$ cat src/rtl/output_vc_scheduler_if.sv
`default_nettype none
// ============================================================================
// Module      : output_vc_scheduler_if
// Description : Requester/credit/grant bundle for one output-port scheduler.
//               The master drives requests and credit returns; the slave
//               (scheduler) answers with grants, VC binding and error status.
// Revision    : 1.0 - initial release
// ============================================================================
interface output_vc_scheduler_if #(
  parameter int NUM_INPUTS        = 6,
  parameter int LANES_PER_CHANNEL = 2
);
  localparam int c_VC_W = (LANES_PER_CHANNEL > 1) ? $clog2(LANES_PER_CHANNEL) : 1;

  logic [NUM_INPUTS-1:0]        req;
  logic [NUM_INPUTS-1:0]        req_head;
  logic [NUM_INPUTS-1:0]        req_tail;
  logic [LANES_PER_CHANNEL-1:0] credit_in;
  logic [NUM_INPUTS-1:0]        grant;
  logic [c_VC_W-1:0]            grant_vc;
  logic [LANES_PER_CHANNEL-1:0] vc_busy;
  logic                         err_protocol;
  logic                         err_credit;

  modport master (
    output req, req_head, req_tail, credit_in,
    input  grant, grant_vc, vc_busy, err_protocol, err_credit
  );

  modport slave (
    input  req, req_head, req_tail, credit_in,
    output grant, grant_vc, vc_busy, err_protocol, err_credit
  );
endinterface
`default_nettype wire

$ cat src/rtl/output_vc_scheduler.sv
`default_nettype none
// ============================================================================
// Module      : output_vc_scheduler
// Description : Per-output-port scheduler. Round-robin shares the output link
//               among requesters, binds packets to downstream VCs from head
//               to tail, and tracks per-VC credits. One flit grant per cycle,
//               granted combinationally in the cycle it is requested.
// Revision    : 1.0 - initial release
// ============================================================================
module output_vc_scheduler #(
  parameter int NUM_INPUTS        = 6,
  parameter int LANES_PER_CHANNEL = 2,
  parameter int VC_DEPTH          = 5
) (
  input  logic                 clk,
  input  logic                 reset,
  output_vc_scheduler_if.slave bus
);
  localparam int c_IDX_W = (NUM_INPUTS > 1) ? $clog2(NUM_INPUTS) : 1;
  localparam int c_VC_W  = (LANES_PER_CHANNEL > 1) ? $clog2(LANES_PER_CHANNEL) : 1;
  localparam int c_CR_W  = $clog2(VC_DEPTH + 1);

  // Architectural state
  logic [LANES_PER_CHANNEL-1:0]             busy_q, busy_d;
  logic [LANES_PER_CHANNEL-1:0][c_IDX_W-1:0] owner_q, owner_d;
  logic [LANES_PER_CHANNEL-1:0][c_CR_W-1:0]  credit_q, credit_d;
  logic [c_IDX_W-1:0]                       rr_ptr_q, rr_ptr_d;
  logic                                     err_protocol_q, err_protocol_d;
  logic                                     err_credit_q, err_credit_d;

  // Per-requester eligibility and target VC
  logic [NUM_INPUTS-1:0]             w_owns;
  logic [NUM_INPUTS-1:0]             w_elig;
  logic [NUM_INPUTS-1:0]             w_proto;
  logic [NUM_INPUTS-1:0][c_VC_W-1:0] w_tgt;
  logic                              w_free_ok;
  logic [c_VC_W-1:0]                 w_free_vc;

  // Arbitration result
  logic               w_gnt_any;
  logic [c_IDX_W-1:0] w_gnt_idx;
  logic [c_VC_W-1:0]  w_gnt_vc;

  // Lowest-index free VC with credit, and per-requester ownership/eligibility
  always_comb begin
    w_free_ok = 1'b0;
    w_free_vc = '0;
    for (int v = LANES_PER_CHANNEL - 1; v >= 0; v--) begin
      if (!busy_q[v] && (credit_q[v] != '0)) begin
        w_free_ok = 1'b1;
        w_free_vc = c_VC_W'(v);
      end
    end
    w_owns  = '0;
    w_elig  = '0;
    w_proto = '0;
    w_tgt   = '0;
    for (int i = 0; i < NUM_INPUTS; i++) begin
      logic own_ok;
      logic [c_VC_W-1:0] own_vc;
      own_ok = 1'b0;
      own_vc = '0;
      for (int v = 0; v < LANES_PER_CHANNEL; v++) begin
        if (busy_q[v] && (owner_q[v] == c_IDX_W'(i))) begin
          w_owns[i] = 1'b1;
          own_vc    = c_VC_W'(v);
          own_ok    = (credit_q[v] != '0);
        end
      end
      w_elig[i]  = bus.req[i] && (w_owns[i] ? own_ok : (bus.req_head[i] && w_free_ok));
      w_tgt[i]   = w_owns[i] ? own_vc : w_free_vc;
      w_proto[i] = bus.req[i] && !bus.req_head[i] && !w_owns[i];
    end
  end

  // Round-robin pick: first eligible requester starting at rr_ptr
  always_comb begin
    logic [c_IDX_W:0] scan;
    w_gnt_any = 1'b0;
    w_gnt_idx = '0;
    w_gnt_vc  = '0;
    for (int k = 0; k < NUM_INPUTS; k++) begin
      scan = {1'b0, rr_ptr_q} + (c_IDX_W + 1)'(k);
      if (scan >= (c_IDX_W + 1)'(NUM_INPUTS)) begin
        scan = scan - (c_IDX_W + 1)'(NUM_INPUTS);
      end
      if (!w_gnt_any && w_elig[scan[c_IDX_W-1:0]]) begin
        w_gnt_any = 1'b1;
        w_gnt_idx = scan[c_IDX_W-1:0];
        w_gnt_vc  = w_tgt[scan[c_IDX_W-1:0]];
      end
    end
  end

  // Next state: credit accounting, VC binding/release, pointer and sticky errors
  always_comb begin
    busy_d         = busy_q;
    owner_d        = owner_q;
    credit_d       = credit_q;
    rr_ptr_d       = rr_ptr_q;
    err_protocol_d = err_protocol_q | (|w_proto);
    err_credit_d   = err_credit_q;
    for (int v = 0; v < LANES_PER_CHANNEL; v++) begin
      logic dec;
      dec = w_gnt_any && (w_gnt_vc == c_VC_W'(v));
      if (dec && !bus.credit_in[v]) begin
        credit_d[v] = credit_q[v] - 1'b1;
      end else if (!dec && bus.credit_in[v]) begin
        if (credit_q[v] == c_CR_W'(VC_DEPTH)) begin
          err_credit_d = 1'b1;
        end else begin
          credit_d[v] = credit_q[v] + 1'b1;
        end
      end
    end
    if (w_gnt_any) begin
      rr_ptr_d = (w_gnt_idx == c_IDX_W'(NUM_INPUTS - 1)) ? '0 : w_gnt_idx + 1'b1;
      if (bus.req_head[w_gnt_idx]) begin
        busy_d[w_gnt_vc]  = 1'b1;
        owner_d[w_gnt_vc] = w_gnt_idx;
      end
      if (bus.req_tail[w_gnt_idx]) begin
        busy_d[w_gnt_vc] = 1'b0;
      end
    end
  end

  // State register with asynchronous reset
  always_ff @(posedge clk or posedge reset) begin
    if (reset) begin
      busy_q         <= '0;
      owner_q        <= '0;
      credit_q       <= {LANES_PER_CHANNEL{c_CR_W'(VC_DEPTH)}};
      rr_ptr_q       <= '0;
      err_protocol_q <= 1'b0;
      err_credit_q   <= 1'b0;
    end else begin
      busy_q         <= busy_d;
      owner_q        <= owner_d;
      credit_q       <= credit_d;
      rr_ptr_q       <= rr_ptr_d;
      err_protocol_q <= err_protocol_d;
      err_credit_q   <= err_credit_d;
    end
  end

  // Outputs: grants are forced idle while reset is held
  always_comb begin
    bus.grant    = '0;
    bus.grant_vc = '0;
    if (w_gnt_any && !reset) begin
      bus.grant[w_gnt_idx] = 1'b1;
      bus.grant_vc         = w_gnt_vc;
    end
    bus.vc_busy      = busy_q;
    bus.err_protocol = err_protocol_q;
    bus.err_credit   = err_credit_q;
  end
endmodule
`default_nettype wire
$ cat src/flat_wrapper.sv
// flat-port wrapper written by rule: the top's interface ports become plain ports
module output_vc_scheduler_flat 
#(
  parameter int NUM_INPUTS        = 6,
  parameter int LANES_PER_CHANNEL = 2,
  parameter int VC_DEPTH          = 5
)
  (clk, reset, bus_req, bus_req_head, bus_req_tail, bus_credit_in, bus_grant, bus_grant_vc, bus_vc_busy, bus_err_protocol, bus_err_credit);
  output_vc_scheduler_if #(.NUM_INPUTS(NUM_INPUTS), .LANES_PER_CHANNEL(LANES_PER_CHANNEL)) bus_i ();
  input  logic clk;
  input  logic reset;
  input wire logic [$bits(bus_i.req)-1:0] bus_req;
  input wire logic [$bits(bus_i.req_head)-1:0] bus_req_head;
  input wire logic [$bits(bus_i.req_tail)-1:0] bus_req_tail;
  input wire logic [$bits(bus_i.credit_in)-1:0] bus_credit_in;
  output wire logic [$bits(bus_i.grant)-1:0] bus_grant;
  output wire logic [$bits(bus_i.grant_vc)-1:0] bus_grant_vc;
  output wire logic [$bits(bus_i.vc_busy)-1:0] bus_vc_busy;
  output wire logic [$bits(bus_i.err_protocol)-1:0] bus_err_protocol;
  output wire logic [$bits(bus_i.err_credit)-1:0] bus_err_credit;
  assign bus_i.req = bus_req;
  assign bus_i.req_head = bus_req_head;
  assign bus_i.req_tail = bus_req_tail;
  assign bus_i.credit_in = bus_credit_in;
  assign bus_grant = bus_i.grant;
  assign bus_grant_vc = bus_i.grant_vc;
  assign bus_vc_busy = bus_i.vc_busy;
  assign bus_err_protocol = bus_i.err_protocol;
  assign bus_err_credit = bus_i.err_credit;
  output_vc_scheduler #(.NUM_INPUTS(NUM_INPUTS), .LANES_PER_CHANNEL(LANES_PER_CHANNEL), .VC_DEPTH(VC_DEPTH)) u_core (.clk(clk), .reset(reset), .bus(bus_i));
endmodule
$ cat config.mk
export PLATFORM = sky130hd
export DESIGN_NAME = output_vc_scheduler_flat
export DESIGN_NICKNAME = d
export VERILOG_FILES = /design/src/rtl/output_vc_scheduler_if.sv /design/src/rtl/output_vc_scheduler.sv /design/src/flat_wrapper.sv
export SDC_FILE = /design/constraint.sdc
export NUM_CORES = 1
export LEC_CHECK = 0
export BUFFER_PORTS_ARGS = -buffer_cell sky130_fd_sc_hd__buf_2
export CAP_MARGIN = 30
export CORE_MARGIN = 2
export CORE_UTILIZATION = 60
export DETAILED_ROUTE_END_ITERATION = 16
export PLACE_DENSITY = 0.82
export SYNTH_ARGS = -nofsm -noshare
export SYNTH_HDL_FRONTEND = slang
export SYNTH_SLANG_ARGS = --single-unit
$ cat constraint.sdc
create_clock -name clk -period 9.25 [get_ports clk]
set_input_delay 1.3875 -clock clk [delete_from_list [all_inputs] [get_ports clk]]
set_output_delay 1.3875 -clock clk [all_outputs]
set_load 0.02 [all_outputs]
After elaboration in Yosys (flattened, before gate mapping) --
Index checks and enable logic that the tools add are counted.
Storage, ports and cells: register bits 19
Cells by class: add/subtract/negate cells 16, magnitude comparators 16, equality and inequality tests 15, mux-type cells 122, bitwise gates (word level) 5, reductions and logical operators 86
Operators by type and width (count):
- 1-bit two-way mux | 80
- 3-bit two-way mux | 20
- 1-bit logical AND | 52
- 1-bit binary-select mux with 3-bit select | 14
- 3-bit by 4-bit less-than comparator with 1-bit output (second input constant) | 7
- 1-bit logical NOT | 24
- 3-bit equality test (second input constant) | 7
- 4-bit by 3-bit >= comparator with 1-bit output (second input constant) | 5
- 3-bit subtractor (second input constant) | 6
- 3-bit by 2-bit equality test with 1-bit output (second input constant) | 4
- 3-bit by 1-bit adder with 3-bit output (second input constant) | 3
- 3-bit by 2-bit adder with 4-bit output (second input constant) | 2
- 3-bit by 3-bit adder with 4-bit output (second input constant) | 2
- 6-bit bitwise mux | 1
- 3-bit by 1-bit equality test with 1-bit output (second input constant) | 2
- 3-bit logical NOT | 2
- 2-bit two-way mux | 3
- 6-bit two-way mux | 1
- 2-bit AND reduction | 3
- 3-bit nonzero test | 2
- 6-bit OR reduction | 1
- 3-bit by 1-bit subtractor with 3-bit output (second input constant) | 2
- 3-bit by 1-bit adder with 4-bit output (second input constant) | 1
- 2-bit by 1-bit != test with 1-bit output (second input constant) | 2
- other kinds (13) | 14

Depth between registers and ports, before layout --
Gate-level depths: netlist (run 1).
depth in word-level cells 34, depth in mapped cells 22

Worst setup path after synthesis (run 1) --
Ideal clock, no wire load.
kind in2out, start input port bus_req_head[1], end output port bus_grant[1], data arrival time 3885 ps, required time 7863 ps, setup slack 3977 ps, stages on the path 11, cell sequence or3_1 o2111ai_2 o22ai_1 o21ai_0 nand3_2 or2_2 a31oi_1 o21ai_0 o31ai_1 nand2_1 nor3_1
On the way: word-level cells in the longest chain between the ends 26, elaborated cells between the ends (all ways) 44, those cells by class 2 x order compare; 28 x mux; 14 x reduce/logical
Ends and longest elaborated chain:
- from (decl) | RTL line flat_wrapper.sv:13 | input wire logic [$bits(bus_i.req_head)-1:0] bus_req_head;
- 1-bit logical AND (*) | RTL line output_vc_scheduler.sv:70 | w_elig[i] = bus.req[i] && (w_owns[i] ? own_ok : (bus.req_head[i] && w_free_ok));
- 1-bit two-way mux (*) | RTL line output_vc_scheduler.sv:70
- 1-bit logical AND (*) | RTL line output_vc_scheduler.sv:70
- 1-bit binary-select mux with 3-bit select | RTL line output_vc_scheduler.sv:87 | if (!w_gnt_any && w_elig[scan[c_IDX_W-1:0]]) begin
- 1-bit two-way mux (not written as such) | RTL line output_vc_scheduler.sv:87
- 1-bit two-way mux | RTL line output_vc_scheduler.sv:87
- 1-bit logical NOT | RTL line output_vc_scheduler.sv:87
- 1-bit logical AND | RTL line output_vc_scheduler.sv:87
- [... 10 more ...]
- 1-bit logical NOT | RTL line output_vc_scheduler.sv:87
- 1-bit logical AND | RTL line output_vc_scheduler.sv:87
- 3-bit two-way mux | RTL line output_vc_scheduler.sv:87
- 3-bit by 4-bit less-than comparator with 1-bit output (not written as such) or 3-bit by 1-bit >= comparator with 1-bit output (tied branches) | RTL line output_vc_scheduler.sv:152 | bus.grant[w_gnt_idx] = 1'b1;
- 1-bit logical AND (not written as such) | RTL line output_vc_scheduler.sv:152
- 1-bit two-way mux (not written as such) | RTL line output_vc_scheduler.sv:152
- 1-bit demux with 3-bit select
- 6-bit two-way mux (*) | RTL line output_vc_scheduler.sv:151 | if (w_gnt_any && !reset) begin
- to (decl) | RTL line flat_wrapper.sv:16 | output wire logic [$bits(bus_i.grant)-1:0] bus_grant;
Mark *: on every way between the ends. The rest lies on a longest branch, timed or not. The select of a mux whose other input is x is not followed.

Worst setup path in the final report (run 1) --
start register u_core.rr_ptr_q[0], end output port bus_grant[1]
On the way: word-level cells in the longest chain between the ends 25, elaborated cells between the ends (all ways) 64, those cells by class 11 x add/sub; 8 x order compare; 33 x mux; 12 x reduce/logical
Ends and longest elaborated chain:
- from (decl) | RTL line output_vc_scheduler.sv:27 | logic [c_IDX_W-1:0] rr_ptr_q, rr_ptr_d;
- from (signal assigned) | RTL line output_vc_scheduler.sv:141 | rr_ptr_q <= rr_ptr_d;
- parallel branches: the longest is 24 deep, another holds 3-bit by 1-bit adder with 4-bit output
- 6-bit two-way mux (*) | RTL line output_vc_scheduler.sv:151
Every way passes the cells marked *. The select of a mux whose other input is x is not followed.

==> results of run 1 <==
## how the worst min path moves through the flow
stage / end / slack (ps)
finish: u_core.bus.err_credit / 500
global route: u_core.bus.err_credit / 520
global placement: u_core.bus.err_credit / 460
floorplan: u_core.credit_q[2] / 500
detailed placement: u_core.bus.err_credit / 480
CTS: u_core.bus.err_credit / 510
## area by class of cell
type	count	area (um2)
tap	54	67.6
sequential	19	480
clock inverter	1	5.00
multi-input combinational	306	2270
inverter	26	97.6
clock buffer	3	41.3
fill	391	1560
timing repair buffer	33	168
## through the flow
step / hold slack (ps) / setup WS [ps] / instances / instance area [um2]
global route: 516 / 2020 / 442 / 3130
global placement: 459 / 3160 / 438 / 3090
floorplan: 502 / 3980 / 364 / 2910
finish: 499 / 2540 / 442 / 3130
CTS: 507 / 2690 / 442 / 3130
detailed placement: 483 / 2990 / 438 / 3090
## routing by layer
layer,vias to the layer above,routed length (um),track usage
met5,-,0,0
met2,131,3740,0.499
met3,10,416,0.0343
met4,0,68,0.0566
met1,1383,3700,0.427
li1,1426,-,-
## worst max-delay path, stage by stage (launching register included)
cell     delay, ps
dfrtp_1        910
inv_1          500
ha_1           890
xnor2_1        140
o21ai_0        460
nor2b_1        250
o21ai_0        170
o21ai_0        210
a21oi_1        110
nor2_1          90
nor2_1          50
o31ai_1        670
nand2_1        180
nor3_1         200
buf_2          190
## kinds of logic (layout without fill, tap and decap cells)
family,after synthesis,count (layout),share of synthesized area
flops,19,19,0.165
buf+inv,39,63,0.0529
fa+ha+maj,15,15,0.0697
mux,24,24,0.0934
xor+xnor,11,11,0.0331
compound gates,123,123,0.306
simple gates,133,133,0.279
## sequential cells by signal, summed over array words and instances (netlist names)
signal	cells
u_core.bus.err_credit	1
u_core.credit_q	6
u_core.owner_q	6
u_core.bus.vc_busy	2
u_core.rr_ptr_q	3
u_core.bus.err_protocol	1
## synthesized netlist by cell type (3+ instances only)
master,n,area share
a21oi_1,29,0.050
nand2_1,29,0.037
nor2_1,26,0.034
inv_1,25,0.032
o21ai_0,25,0.043
mux2i_1,17,0.059
dfrtp_1,15,0.13
ha_1,13,0.056
nand3_1,10,0.017
nor3_1,8,0.014
o22ai_1,8,0.017
a31oi_1,7,0.015
clkbuf_1,7,0.0090
nand2b_1,7,0.015
buf_2,6,0.010
nor4_1,6,0.013
xnor2_1,6,0.018
nand4b_1,5,0.015
nand4bb_1,5,0.019
o21a_1,5,0.013
xor2_1,5,0.015
a21boi_0,4,0.010
a22oi_1,4,0.010
dfstp_2,4,0.036
nand4_1,4,0.0086
o31ai_1,4,0.010
a21oi_2,3,0.0090
mux2_2,3,0.012
mux2_4,3,0.015
o211ai_1,3,0.0077
o21ai_1,3,0.0052
or3_1,3,0.0065
==> metrics.md, run 1 <==
| Metric | Value |
|---|---|
| Row count | `25` |
| First-pass iteration count of the detailed router | `5` |
| Crit path to | `bus_grant[1]` |
| Final Net Count | `426` |
| CTS max path bufs | `2` |
| Crit. End Element | `output pin` |
| Root Driver | `clkbuf_8` |
| Main synth FF type | `dfrtp_1` |
| Aggregate routed wire length | `7920 um` |
| Ys async rst share | `1.00` |
| Maxcap violations | `0` |
| Hold-fix buffers, CTS | `0` |
| Ports | `33` |
| Distinct cells, synth | `82` |
| Number of CTS-inserted buffers | `3` |
| Final core utilization | `0.667` |
| Hold depth | `2` |
| Setup Buffers After CTS | `0` |
| Hold path startpoint | `u_core.bus.err_credit` |
| Slew Limit Fails | `0` |
| Die ar. | `5420 um2` |
| Req. time, crit path | `7860 ps` |
| Clock slew at reported path FFs | `80 ps` |
| Shortest period the worst path allows | `6710 ps` |
| # clock sinks | `19` |
| Cells after Synth | `364` |
| CP Launch Type | `flip-flop` |
| Critical path class | `reg -> out` |
| Commonest non-fill, non-tap cell in the layout | `buf_2` |
| CTS tree | `yes` |
| R2r worst-path depth | `19` |
| Outcome | `finished, final reports clean` |
| RSZ-0062 raised after global routing | `false` |
| Reg-to-reg startpoint | `u_core.rr_ptr_q[0]` |
| Vias/cell | `6.67` |
| Grt ovf | `0` |
| Syn_area_per_cell | `7.98 um2` |
| Slew HR | `0.357` |
| Worst EP arrival | `5320 ps` |
| Share of cells above drive strength 1 | `0.206` |
| Final Hold Viols | `0` |
| Hold WC Path Type | `reg -> reg` |
| Area of the mapped netlist | `2910 um2` |
| Tcrit/Tclk final | `0.725` |
| Reg-to-Reg End | `u_core.credit_q[2]` |
| Tightest Pin Transition | `965 ps` |
| Post-Syn Nets | `401` |
| First-pass GRT wire length | `12,800 um` |
| Largest net degree at the start of global routing | `24` |
| Remaining antenna violation count after routing | `0` |
| Endpoints failing setup | `0` |
| Drt drc | `0` |
| Critical Path Fanout Max | `23` |
| ANT cells | `0` |
| DIE HEIGHT | `73.6 um` |
| Starting Density | `0.619` |
| Area grow syn2layout | `7.75%` |
| Initial antenna violation count | `0` |
| Worst Setup SP | `u_core.rr_ptr_q[0]` |
| Vias in the first global route | `2,637` |
| Post-synthesis sequential area ratio | `0.165` |
| Reg2reg setup slack | `3270 ps` |
| Dpl hpwl | `6190 um` |
| Port Buffers | `32` |
| Setup_tns | `0 ps` |
| Final GP Congestion | `1.03` |
| EDFF count, synth | `0` |
| GRT Overall Usage | `0.302` |
| Die outline width | `73.6 um` |
| Placeable Area | `4690 um2` |
| PostCTS Resize Cnt | `0` |
| Achievable Freq | `0.149 GHz` |
| Via count | `2,950` |
| Initial DRC Count | `203` |
| Synth warn | `0` |
| H-tree level count | `1` |
| Worst-skew pair later-pin latency | `270 ps` |
| Most frequent cells in the layout | `buf_2 (32), nand2_1 (29), a21oi_1 (29)` |
| FF+latch count, synth | `19` |
| Routed wire per std cell | `17.9 um` |
| Clock Skews | `9.88 ps` |
Power of run 1 is left out: the tool's default activity adds up to more than one toggle a clock period on the data nets, which glitch-free logic cannot reach.
==> run 2: changes to the inputs <==
- CORE_UTILIZATION: 60 -> 54
- PLACE_DENSITY: 0.82 -> 0.77
- clock period: 9.25 -> 5.7 ns (I/O delays scaled with it)
==> run 2 against run 1 <==
  * Critical path depth is 4 higher
  * Global-route usage is 1.6 points lower
  * Register-to-register slack worse by 2600 ps
  * Cell count is 5.0% higher
  * Critical endpoint is now u_core.credit_q[2]
==> metrics.md, run 2 (synthesis results as in run 1) <==
| Metric | Value |
|---|---|
| Outcome | `finished, final reports clean` |
| Area grow syn2layout | `10.1%` |
| H-tree level count | `1 (unchanged)` |
| Largest delay share family, worst path | `compound AO/OA/AOI/OAI gates` |
| Worst EP arrival | `5290 ps (-30 ps)` |
| Setup_tns | `0 ps (unchanged)` |
| Hold WC Path Type | `reg -> reg` |
| Final GP Congestion | `0.985 (-4.8%)` |
| First-pass iteration count of the detailed router | `5 (unchanged)` |
| Final Net Count | `432 (+1.4%)` |
| Most frequent cells in the layout | `buf_2 (32), nand2_1 (29), a21oi_1 (29)` |
| CP Cell Sequence | `nor3_4 -> o22ai_2 -> a21oi_1 -> nor4_1 -> o21ai_1 -> a31oi_4 -> nand2b_1 -> or3b_2 -> o311ai_1 -> o21ai_0 -> inv_1 -> ha_1 -> inv_1 -> fa_1 -> nor3_1 -> a21oi_1 -> o21ai_0 -> o31ai_1` |
| CP Launch Type | `flip-flop` |
| Vias in the first global route | `2,733 (+3.6%)` |
| Crit. End Element | `flip-flop` |
| Ports | `33 (unchanged)` |
| Reg2reg setup slack | `620 ps (-2650 ps)` |
| Die outline width | `77.4 um (+5.1%)` |
| Via count | `2,969 (+0.64%)` |
| Aggregate routed wire length | `8210 um (+3.6%)` |
| Starting Density | `0.565 (-0.0540)` |
| Hold depth | `2 (unchanged)` |
| Achievable Freq | `0.197 GHz` |
| Endpoints failing setup | `0 (unchanged)` |
| Clock slew at reported path FFs | `90 ps (about the same)` |
| Number of CTS-inserted buffers | `3 (unchanged)` |
| Tightest Pin Transition | `874 ps (-90.6 ps)` |
| Setup Buffers After CTS | `0 (unchanged)` |
| Share of cells above drive strength 1 | `0.218 (+0.0121)` |
| Clock Skews | `3.79 ps (-6.08 ps)` |
| Die ar. | `5990 um2 (+10%)` |
| Reg-to-Reg End | `u_core.credit_q[2]` |
| Drt drc | `0 (unchanged)` |
| Critical path class | `reg -> reg` |
| Routed wire per std cell | `17.7 um (-1.3%)` |
| Slew Limit Fails | `0 (unchanged)` |
| Req. time, crit path | `5910 ps (-1950 ps)` |
| Grt ovf | `0 (unchanged)` |
| R2r worst-path depth | `18 (-1)` |
| Max incr delay on CP | `740 ps (-170 ps)` |
| Crit path to | `u_core.credit_q[2]` |
| CTS tree | `yes` |
| Shortest period the worst path allows | `5080 ps` |
| Root Driver | `clkbuf_8` |
| Final Hold Viols | `0 (unchanged)` |
| PostCTS Resize Cnt | `0 (unchanged)` |
| Commonest non-fill, non-tap cell in the layout | `buf_2` |
| CP max-delay cell | `nor4_1` |
| Worst-skew pair later-pin latency | `280 ps (about the same)` |
| Port Buffers | `32 (unchanged)` |
| # clock sinks | `19 (unchanged)` |
| Initial DRC Count | `228 (+12%)` |
| ANT cells | `0 (unchanged)` |
| Placeable Area | `5140 um2 (+9.5%)` |
| Tcrit/Tclk final | `0.891` |
| Largest net degree at the start of global routing | `23 (-4.2%)` |
| Dpl hpwl | `6520 um (+5.2%)` |
| DIE HEIGHT | `77.4 um (+5.1%)` |
| Row count | `26 (+4.0%)` |
| CTS max path bufs | `2 (unchanged)` |
| Largest regs | `u_core.credit_q x6, u_core.owner_q x6, u_core.rr_ptr_q x3` |
| First-pass GRT wire length | `13,700 um (+7.4%)` |
| Critical path buffer and inverter count | `2 (unchanged)` |
| Hold-fix buffers, CTS | `0 (unchanged)` |
| Reg-to-reg startpoint | `u_core.credit_q[5]` |
| Critical Path Fanout Max | `7 (-70%)` |
| Maxcap violations | `0 (unchanged)` |
| Crit path depth | `18 (+4)` |
| GRT Overall Usage | `0.286 (-0.0160)` |
| Initial antenna violation count | `0 (unchanged)` |
| Slew HR | `0.412 (+0.0550)` |
| RSZ-0062 raised after global routing | `false` |
| Worst Setup SP | `u_core.credit_q[5]` |
| Vias/cell | `6.40 (-4.1%)` |
| Remaining antenna violation count after routing | `0 (unchanged)` |
## run 2: cell types whose count changed in the layout (fill, tap and decap cells not counted), sizes merged
cell / before / now
buf: 33 / 39
clkinv: 1 / 0
clkinvlp: 0 / 1
## run 2: worst min-delay path by stage
stage,start,to,slack [ps]
floorplan,u_core.credit_q[2],u_core.credit_q[2],500
global placement,u_core.bus.err_credit,u_core.bus.err_credit,470
detailed placement,u_core.bus.err_credit,u_core.bus.err_credit,470
CTS,u_core.bus.err_credit,u_core.bus.err_credit,500
global route,u_core.bus.err_credit,u_core.bus.err_credit,530
finish,u_core.bus.err_credit,u_core.bus.err_credit,500
## run 2: stage by stage
step / std cells / instance area (um2) / hold slack [ps] / setup WS [ps] / util
final: 464 / 3200 / 499 / 622 / 0.622
after global routing: 464 / 3200 / 533 / 159 / 0.622
after CTS: 464 / 3200 / 500 / 692 / 0.622
after detailed placement: 460 / 3150 / 473 / 720 / 0.613
after global placement: 460 / 3150 / 466 / 803 / 0.613
after floorplan: 364 / 2910 / 502 / 1320 / -
## run 2: cell type report
cell class	instances	area (um2)
fillers	498	1940
flip-flops and latches	19	480
clock inverters	1	7.51
multi-input cells	306	2270
well taps	70	87.6
clock buffers	3	41.3
inverters	26	97.6
repair buffers	39	213
## run 2: worst reg2reg max path: stages, from the launching register on
cell      delay, ps
dfstp_2         620
nor3_4           80
o22ai_2         250
a21oi_1         140
nor4_1          740
o21ai_1         230
a31oi_4         370
nand2b_1        210
or3b_2          450
o311ai_1        140
o21ai_0         270
inv_1           230
ha_1            300
inv_1            80
fa_1            420
nor3_1          190
a21oi_1          50
o21ai_0         150
o31ai_1          90
## run 2: metal layers
layer / part of all wire / track usage / up-vias
li1: - / - / 1433
met1: 0.45 / 0.431 / 1389
met2: 0.44 / 0.439 / 140
met5: 0 / 0 / -
met4: 0.0087 / 0.0518 / 0
met3: 0.10 / 0.0384 / 7
Power of run 2 is left out for the same reason.
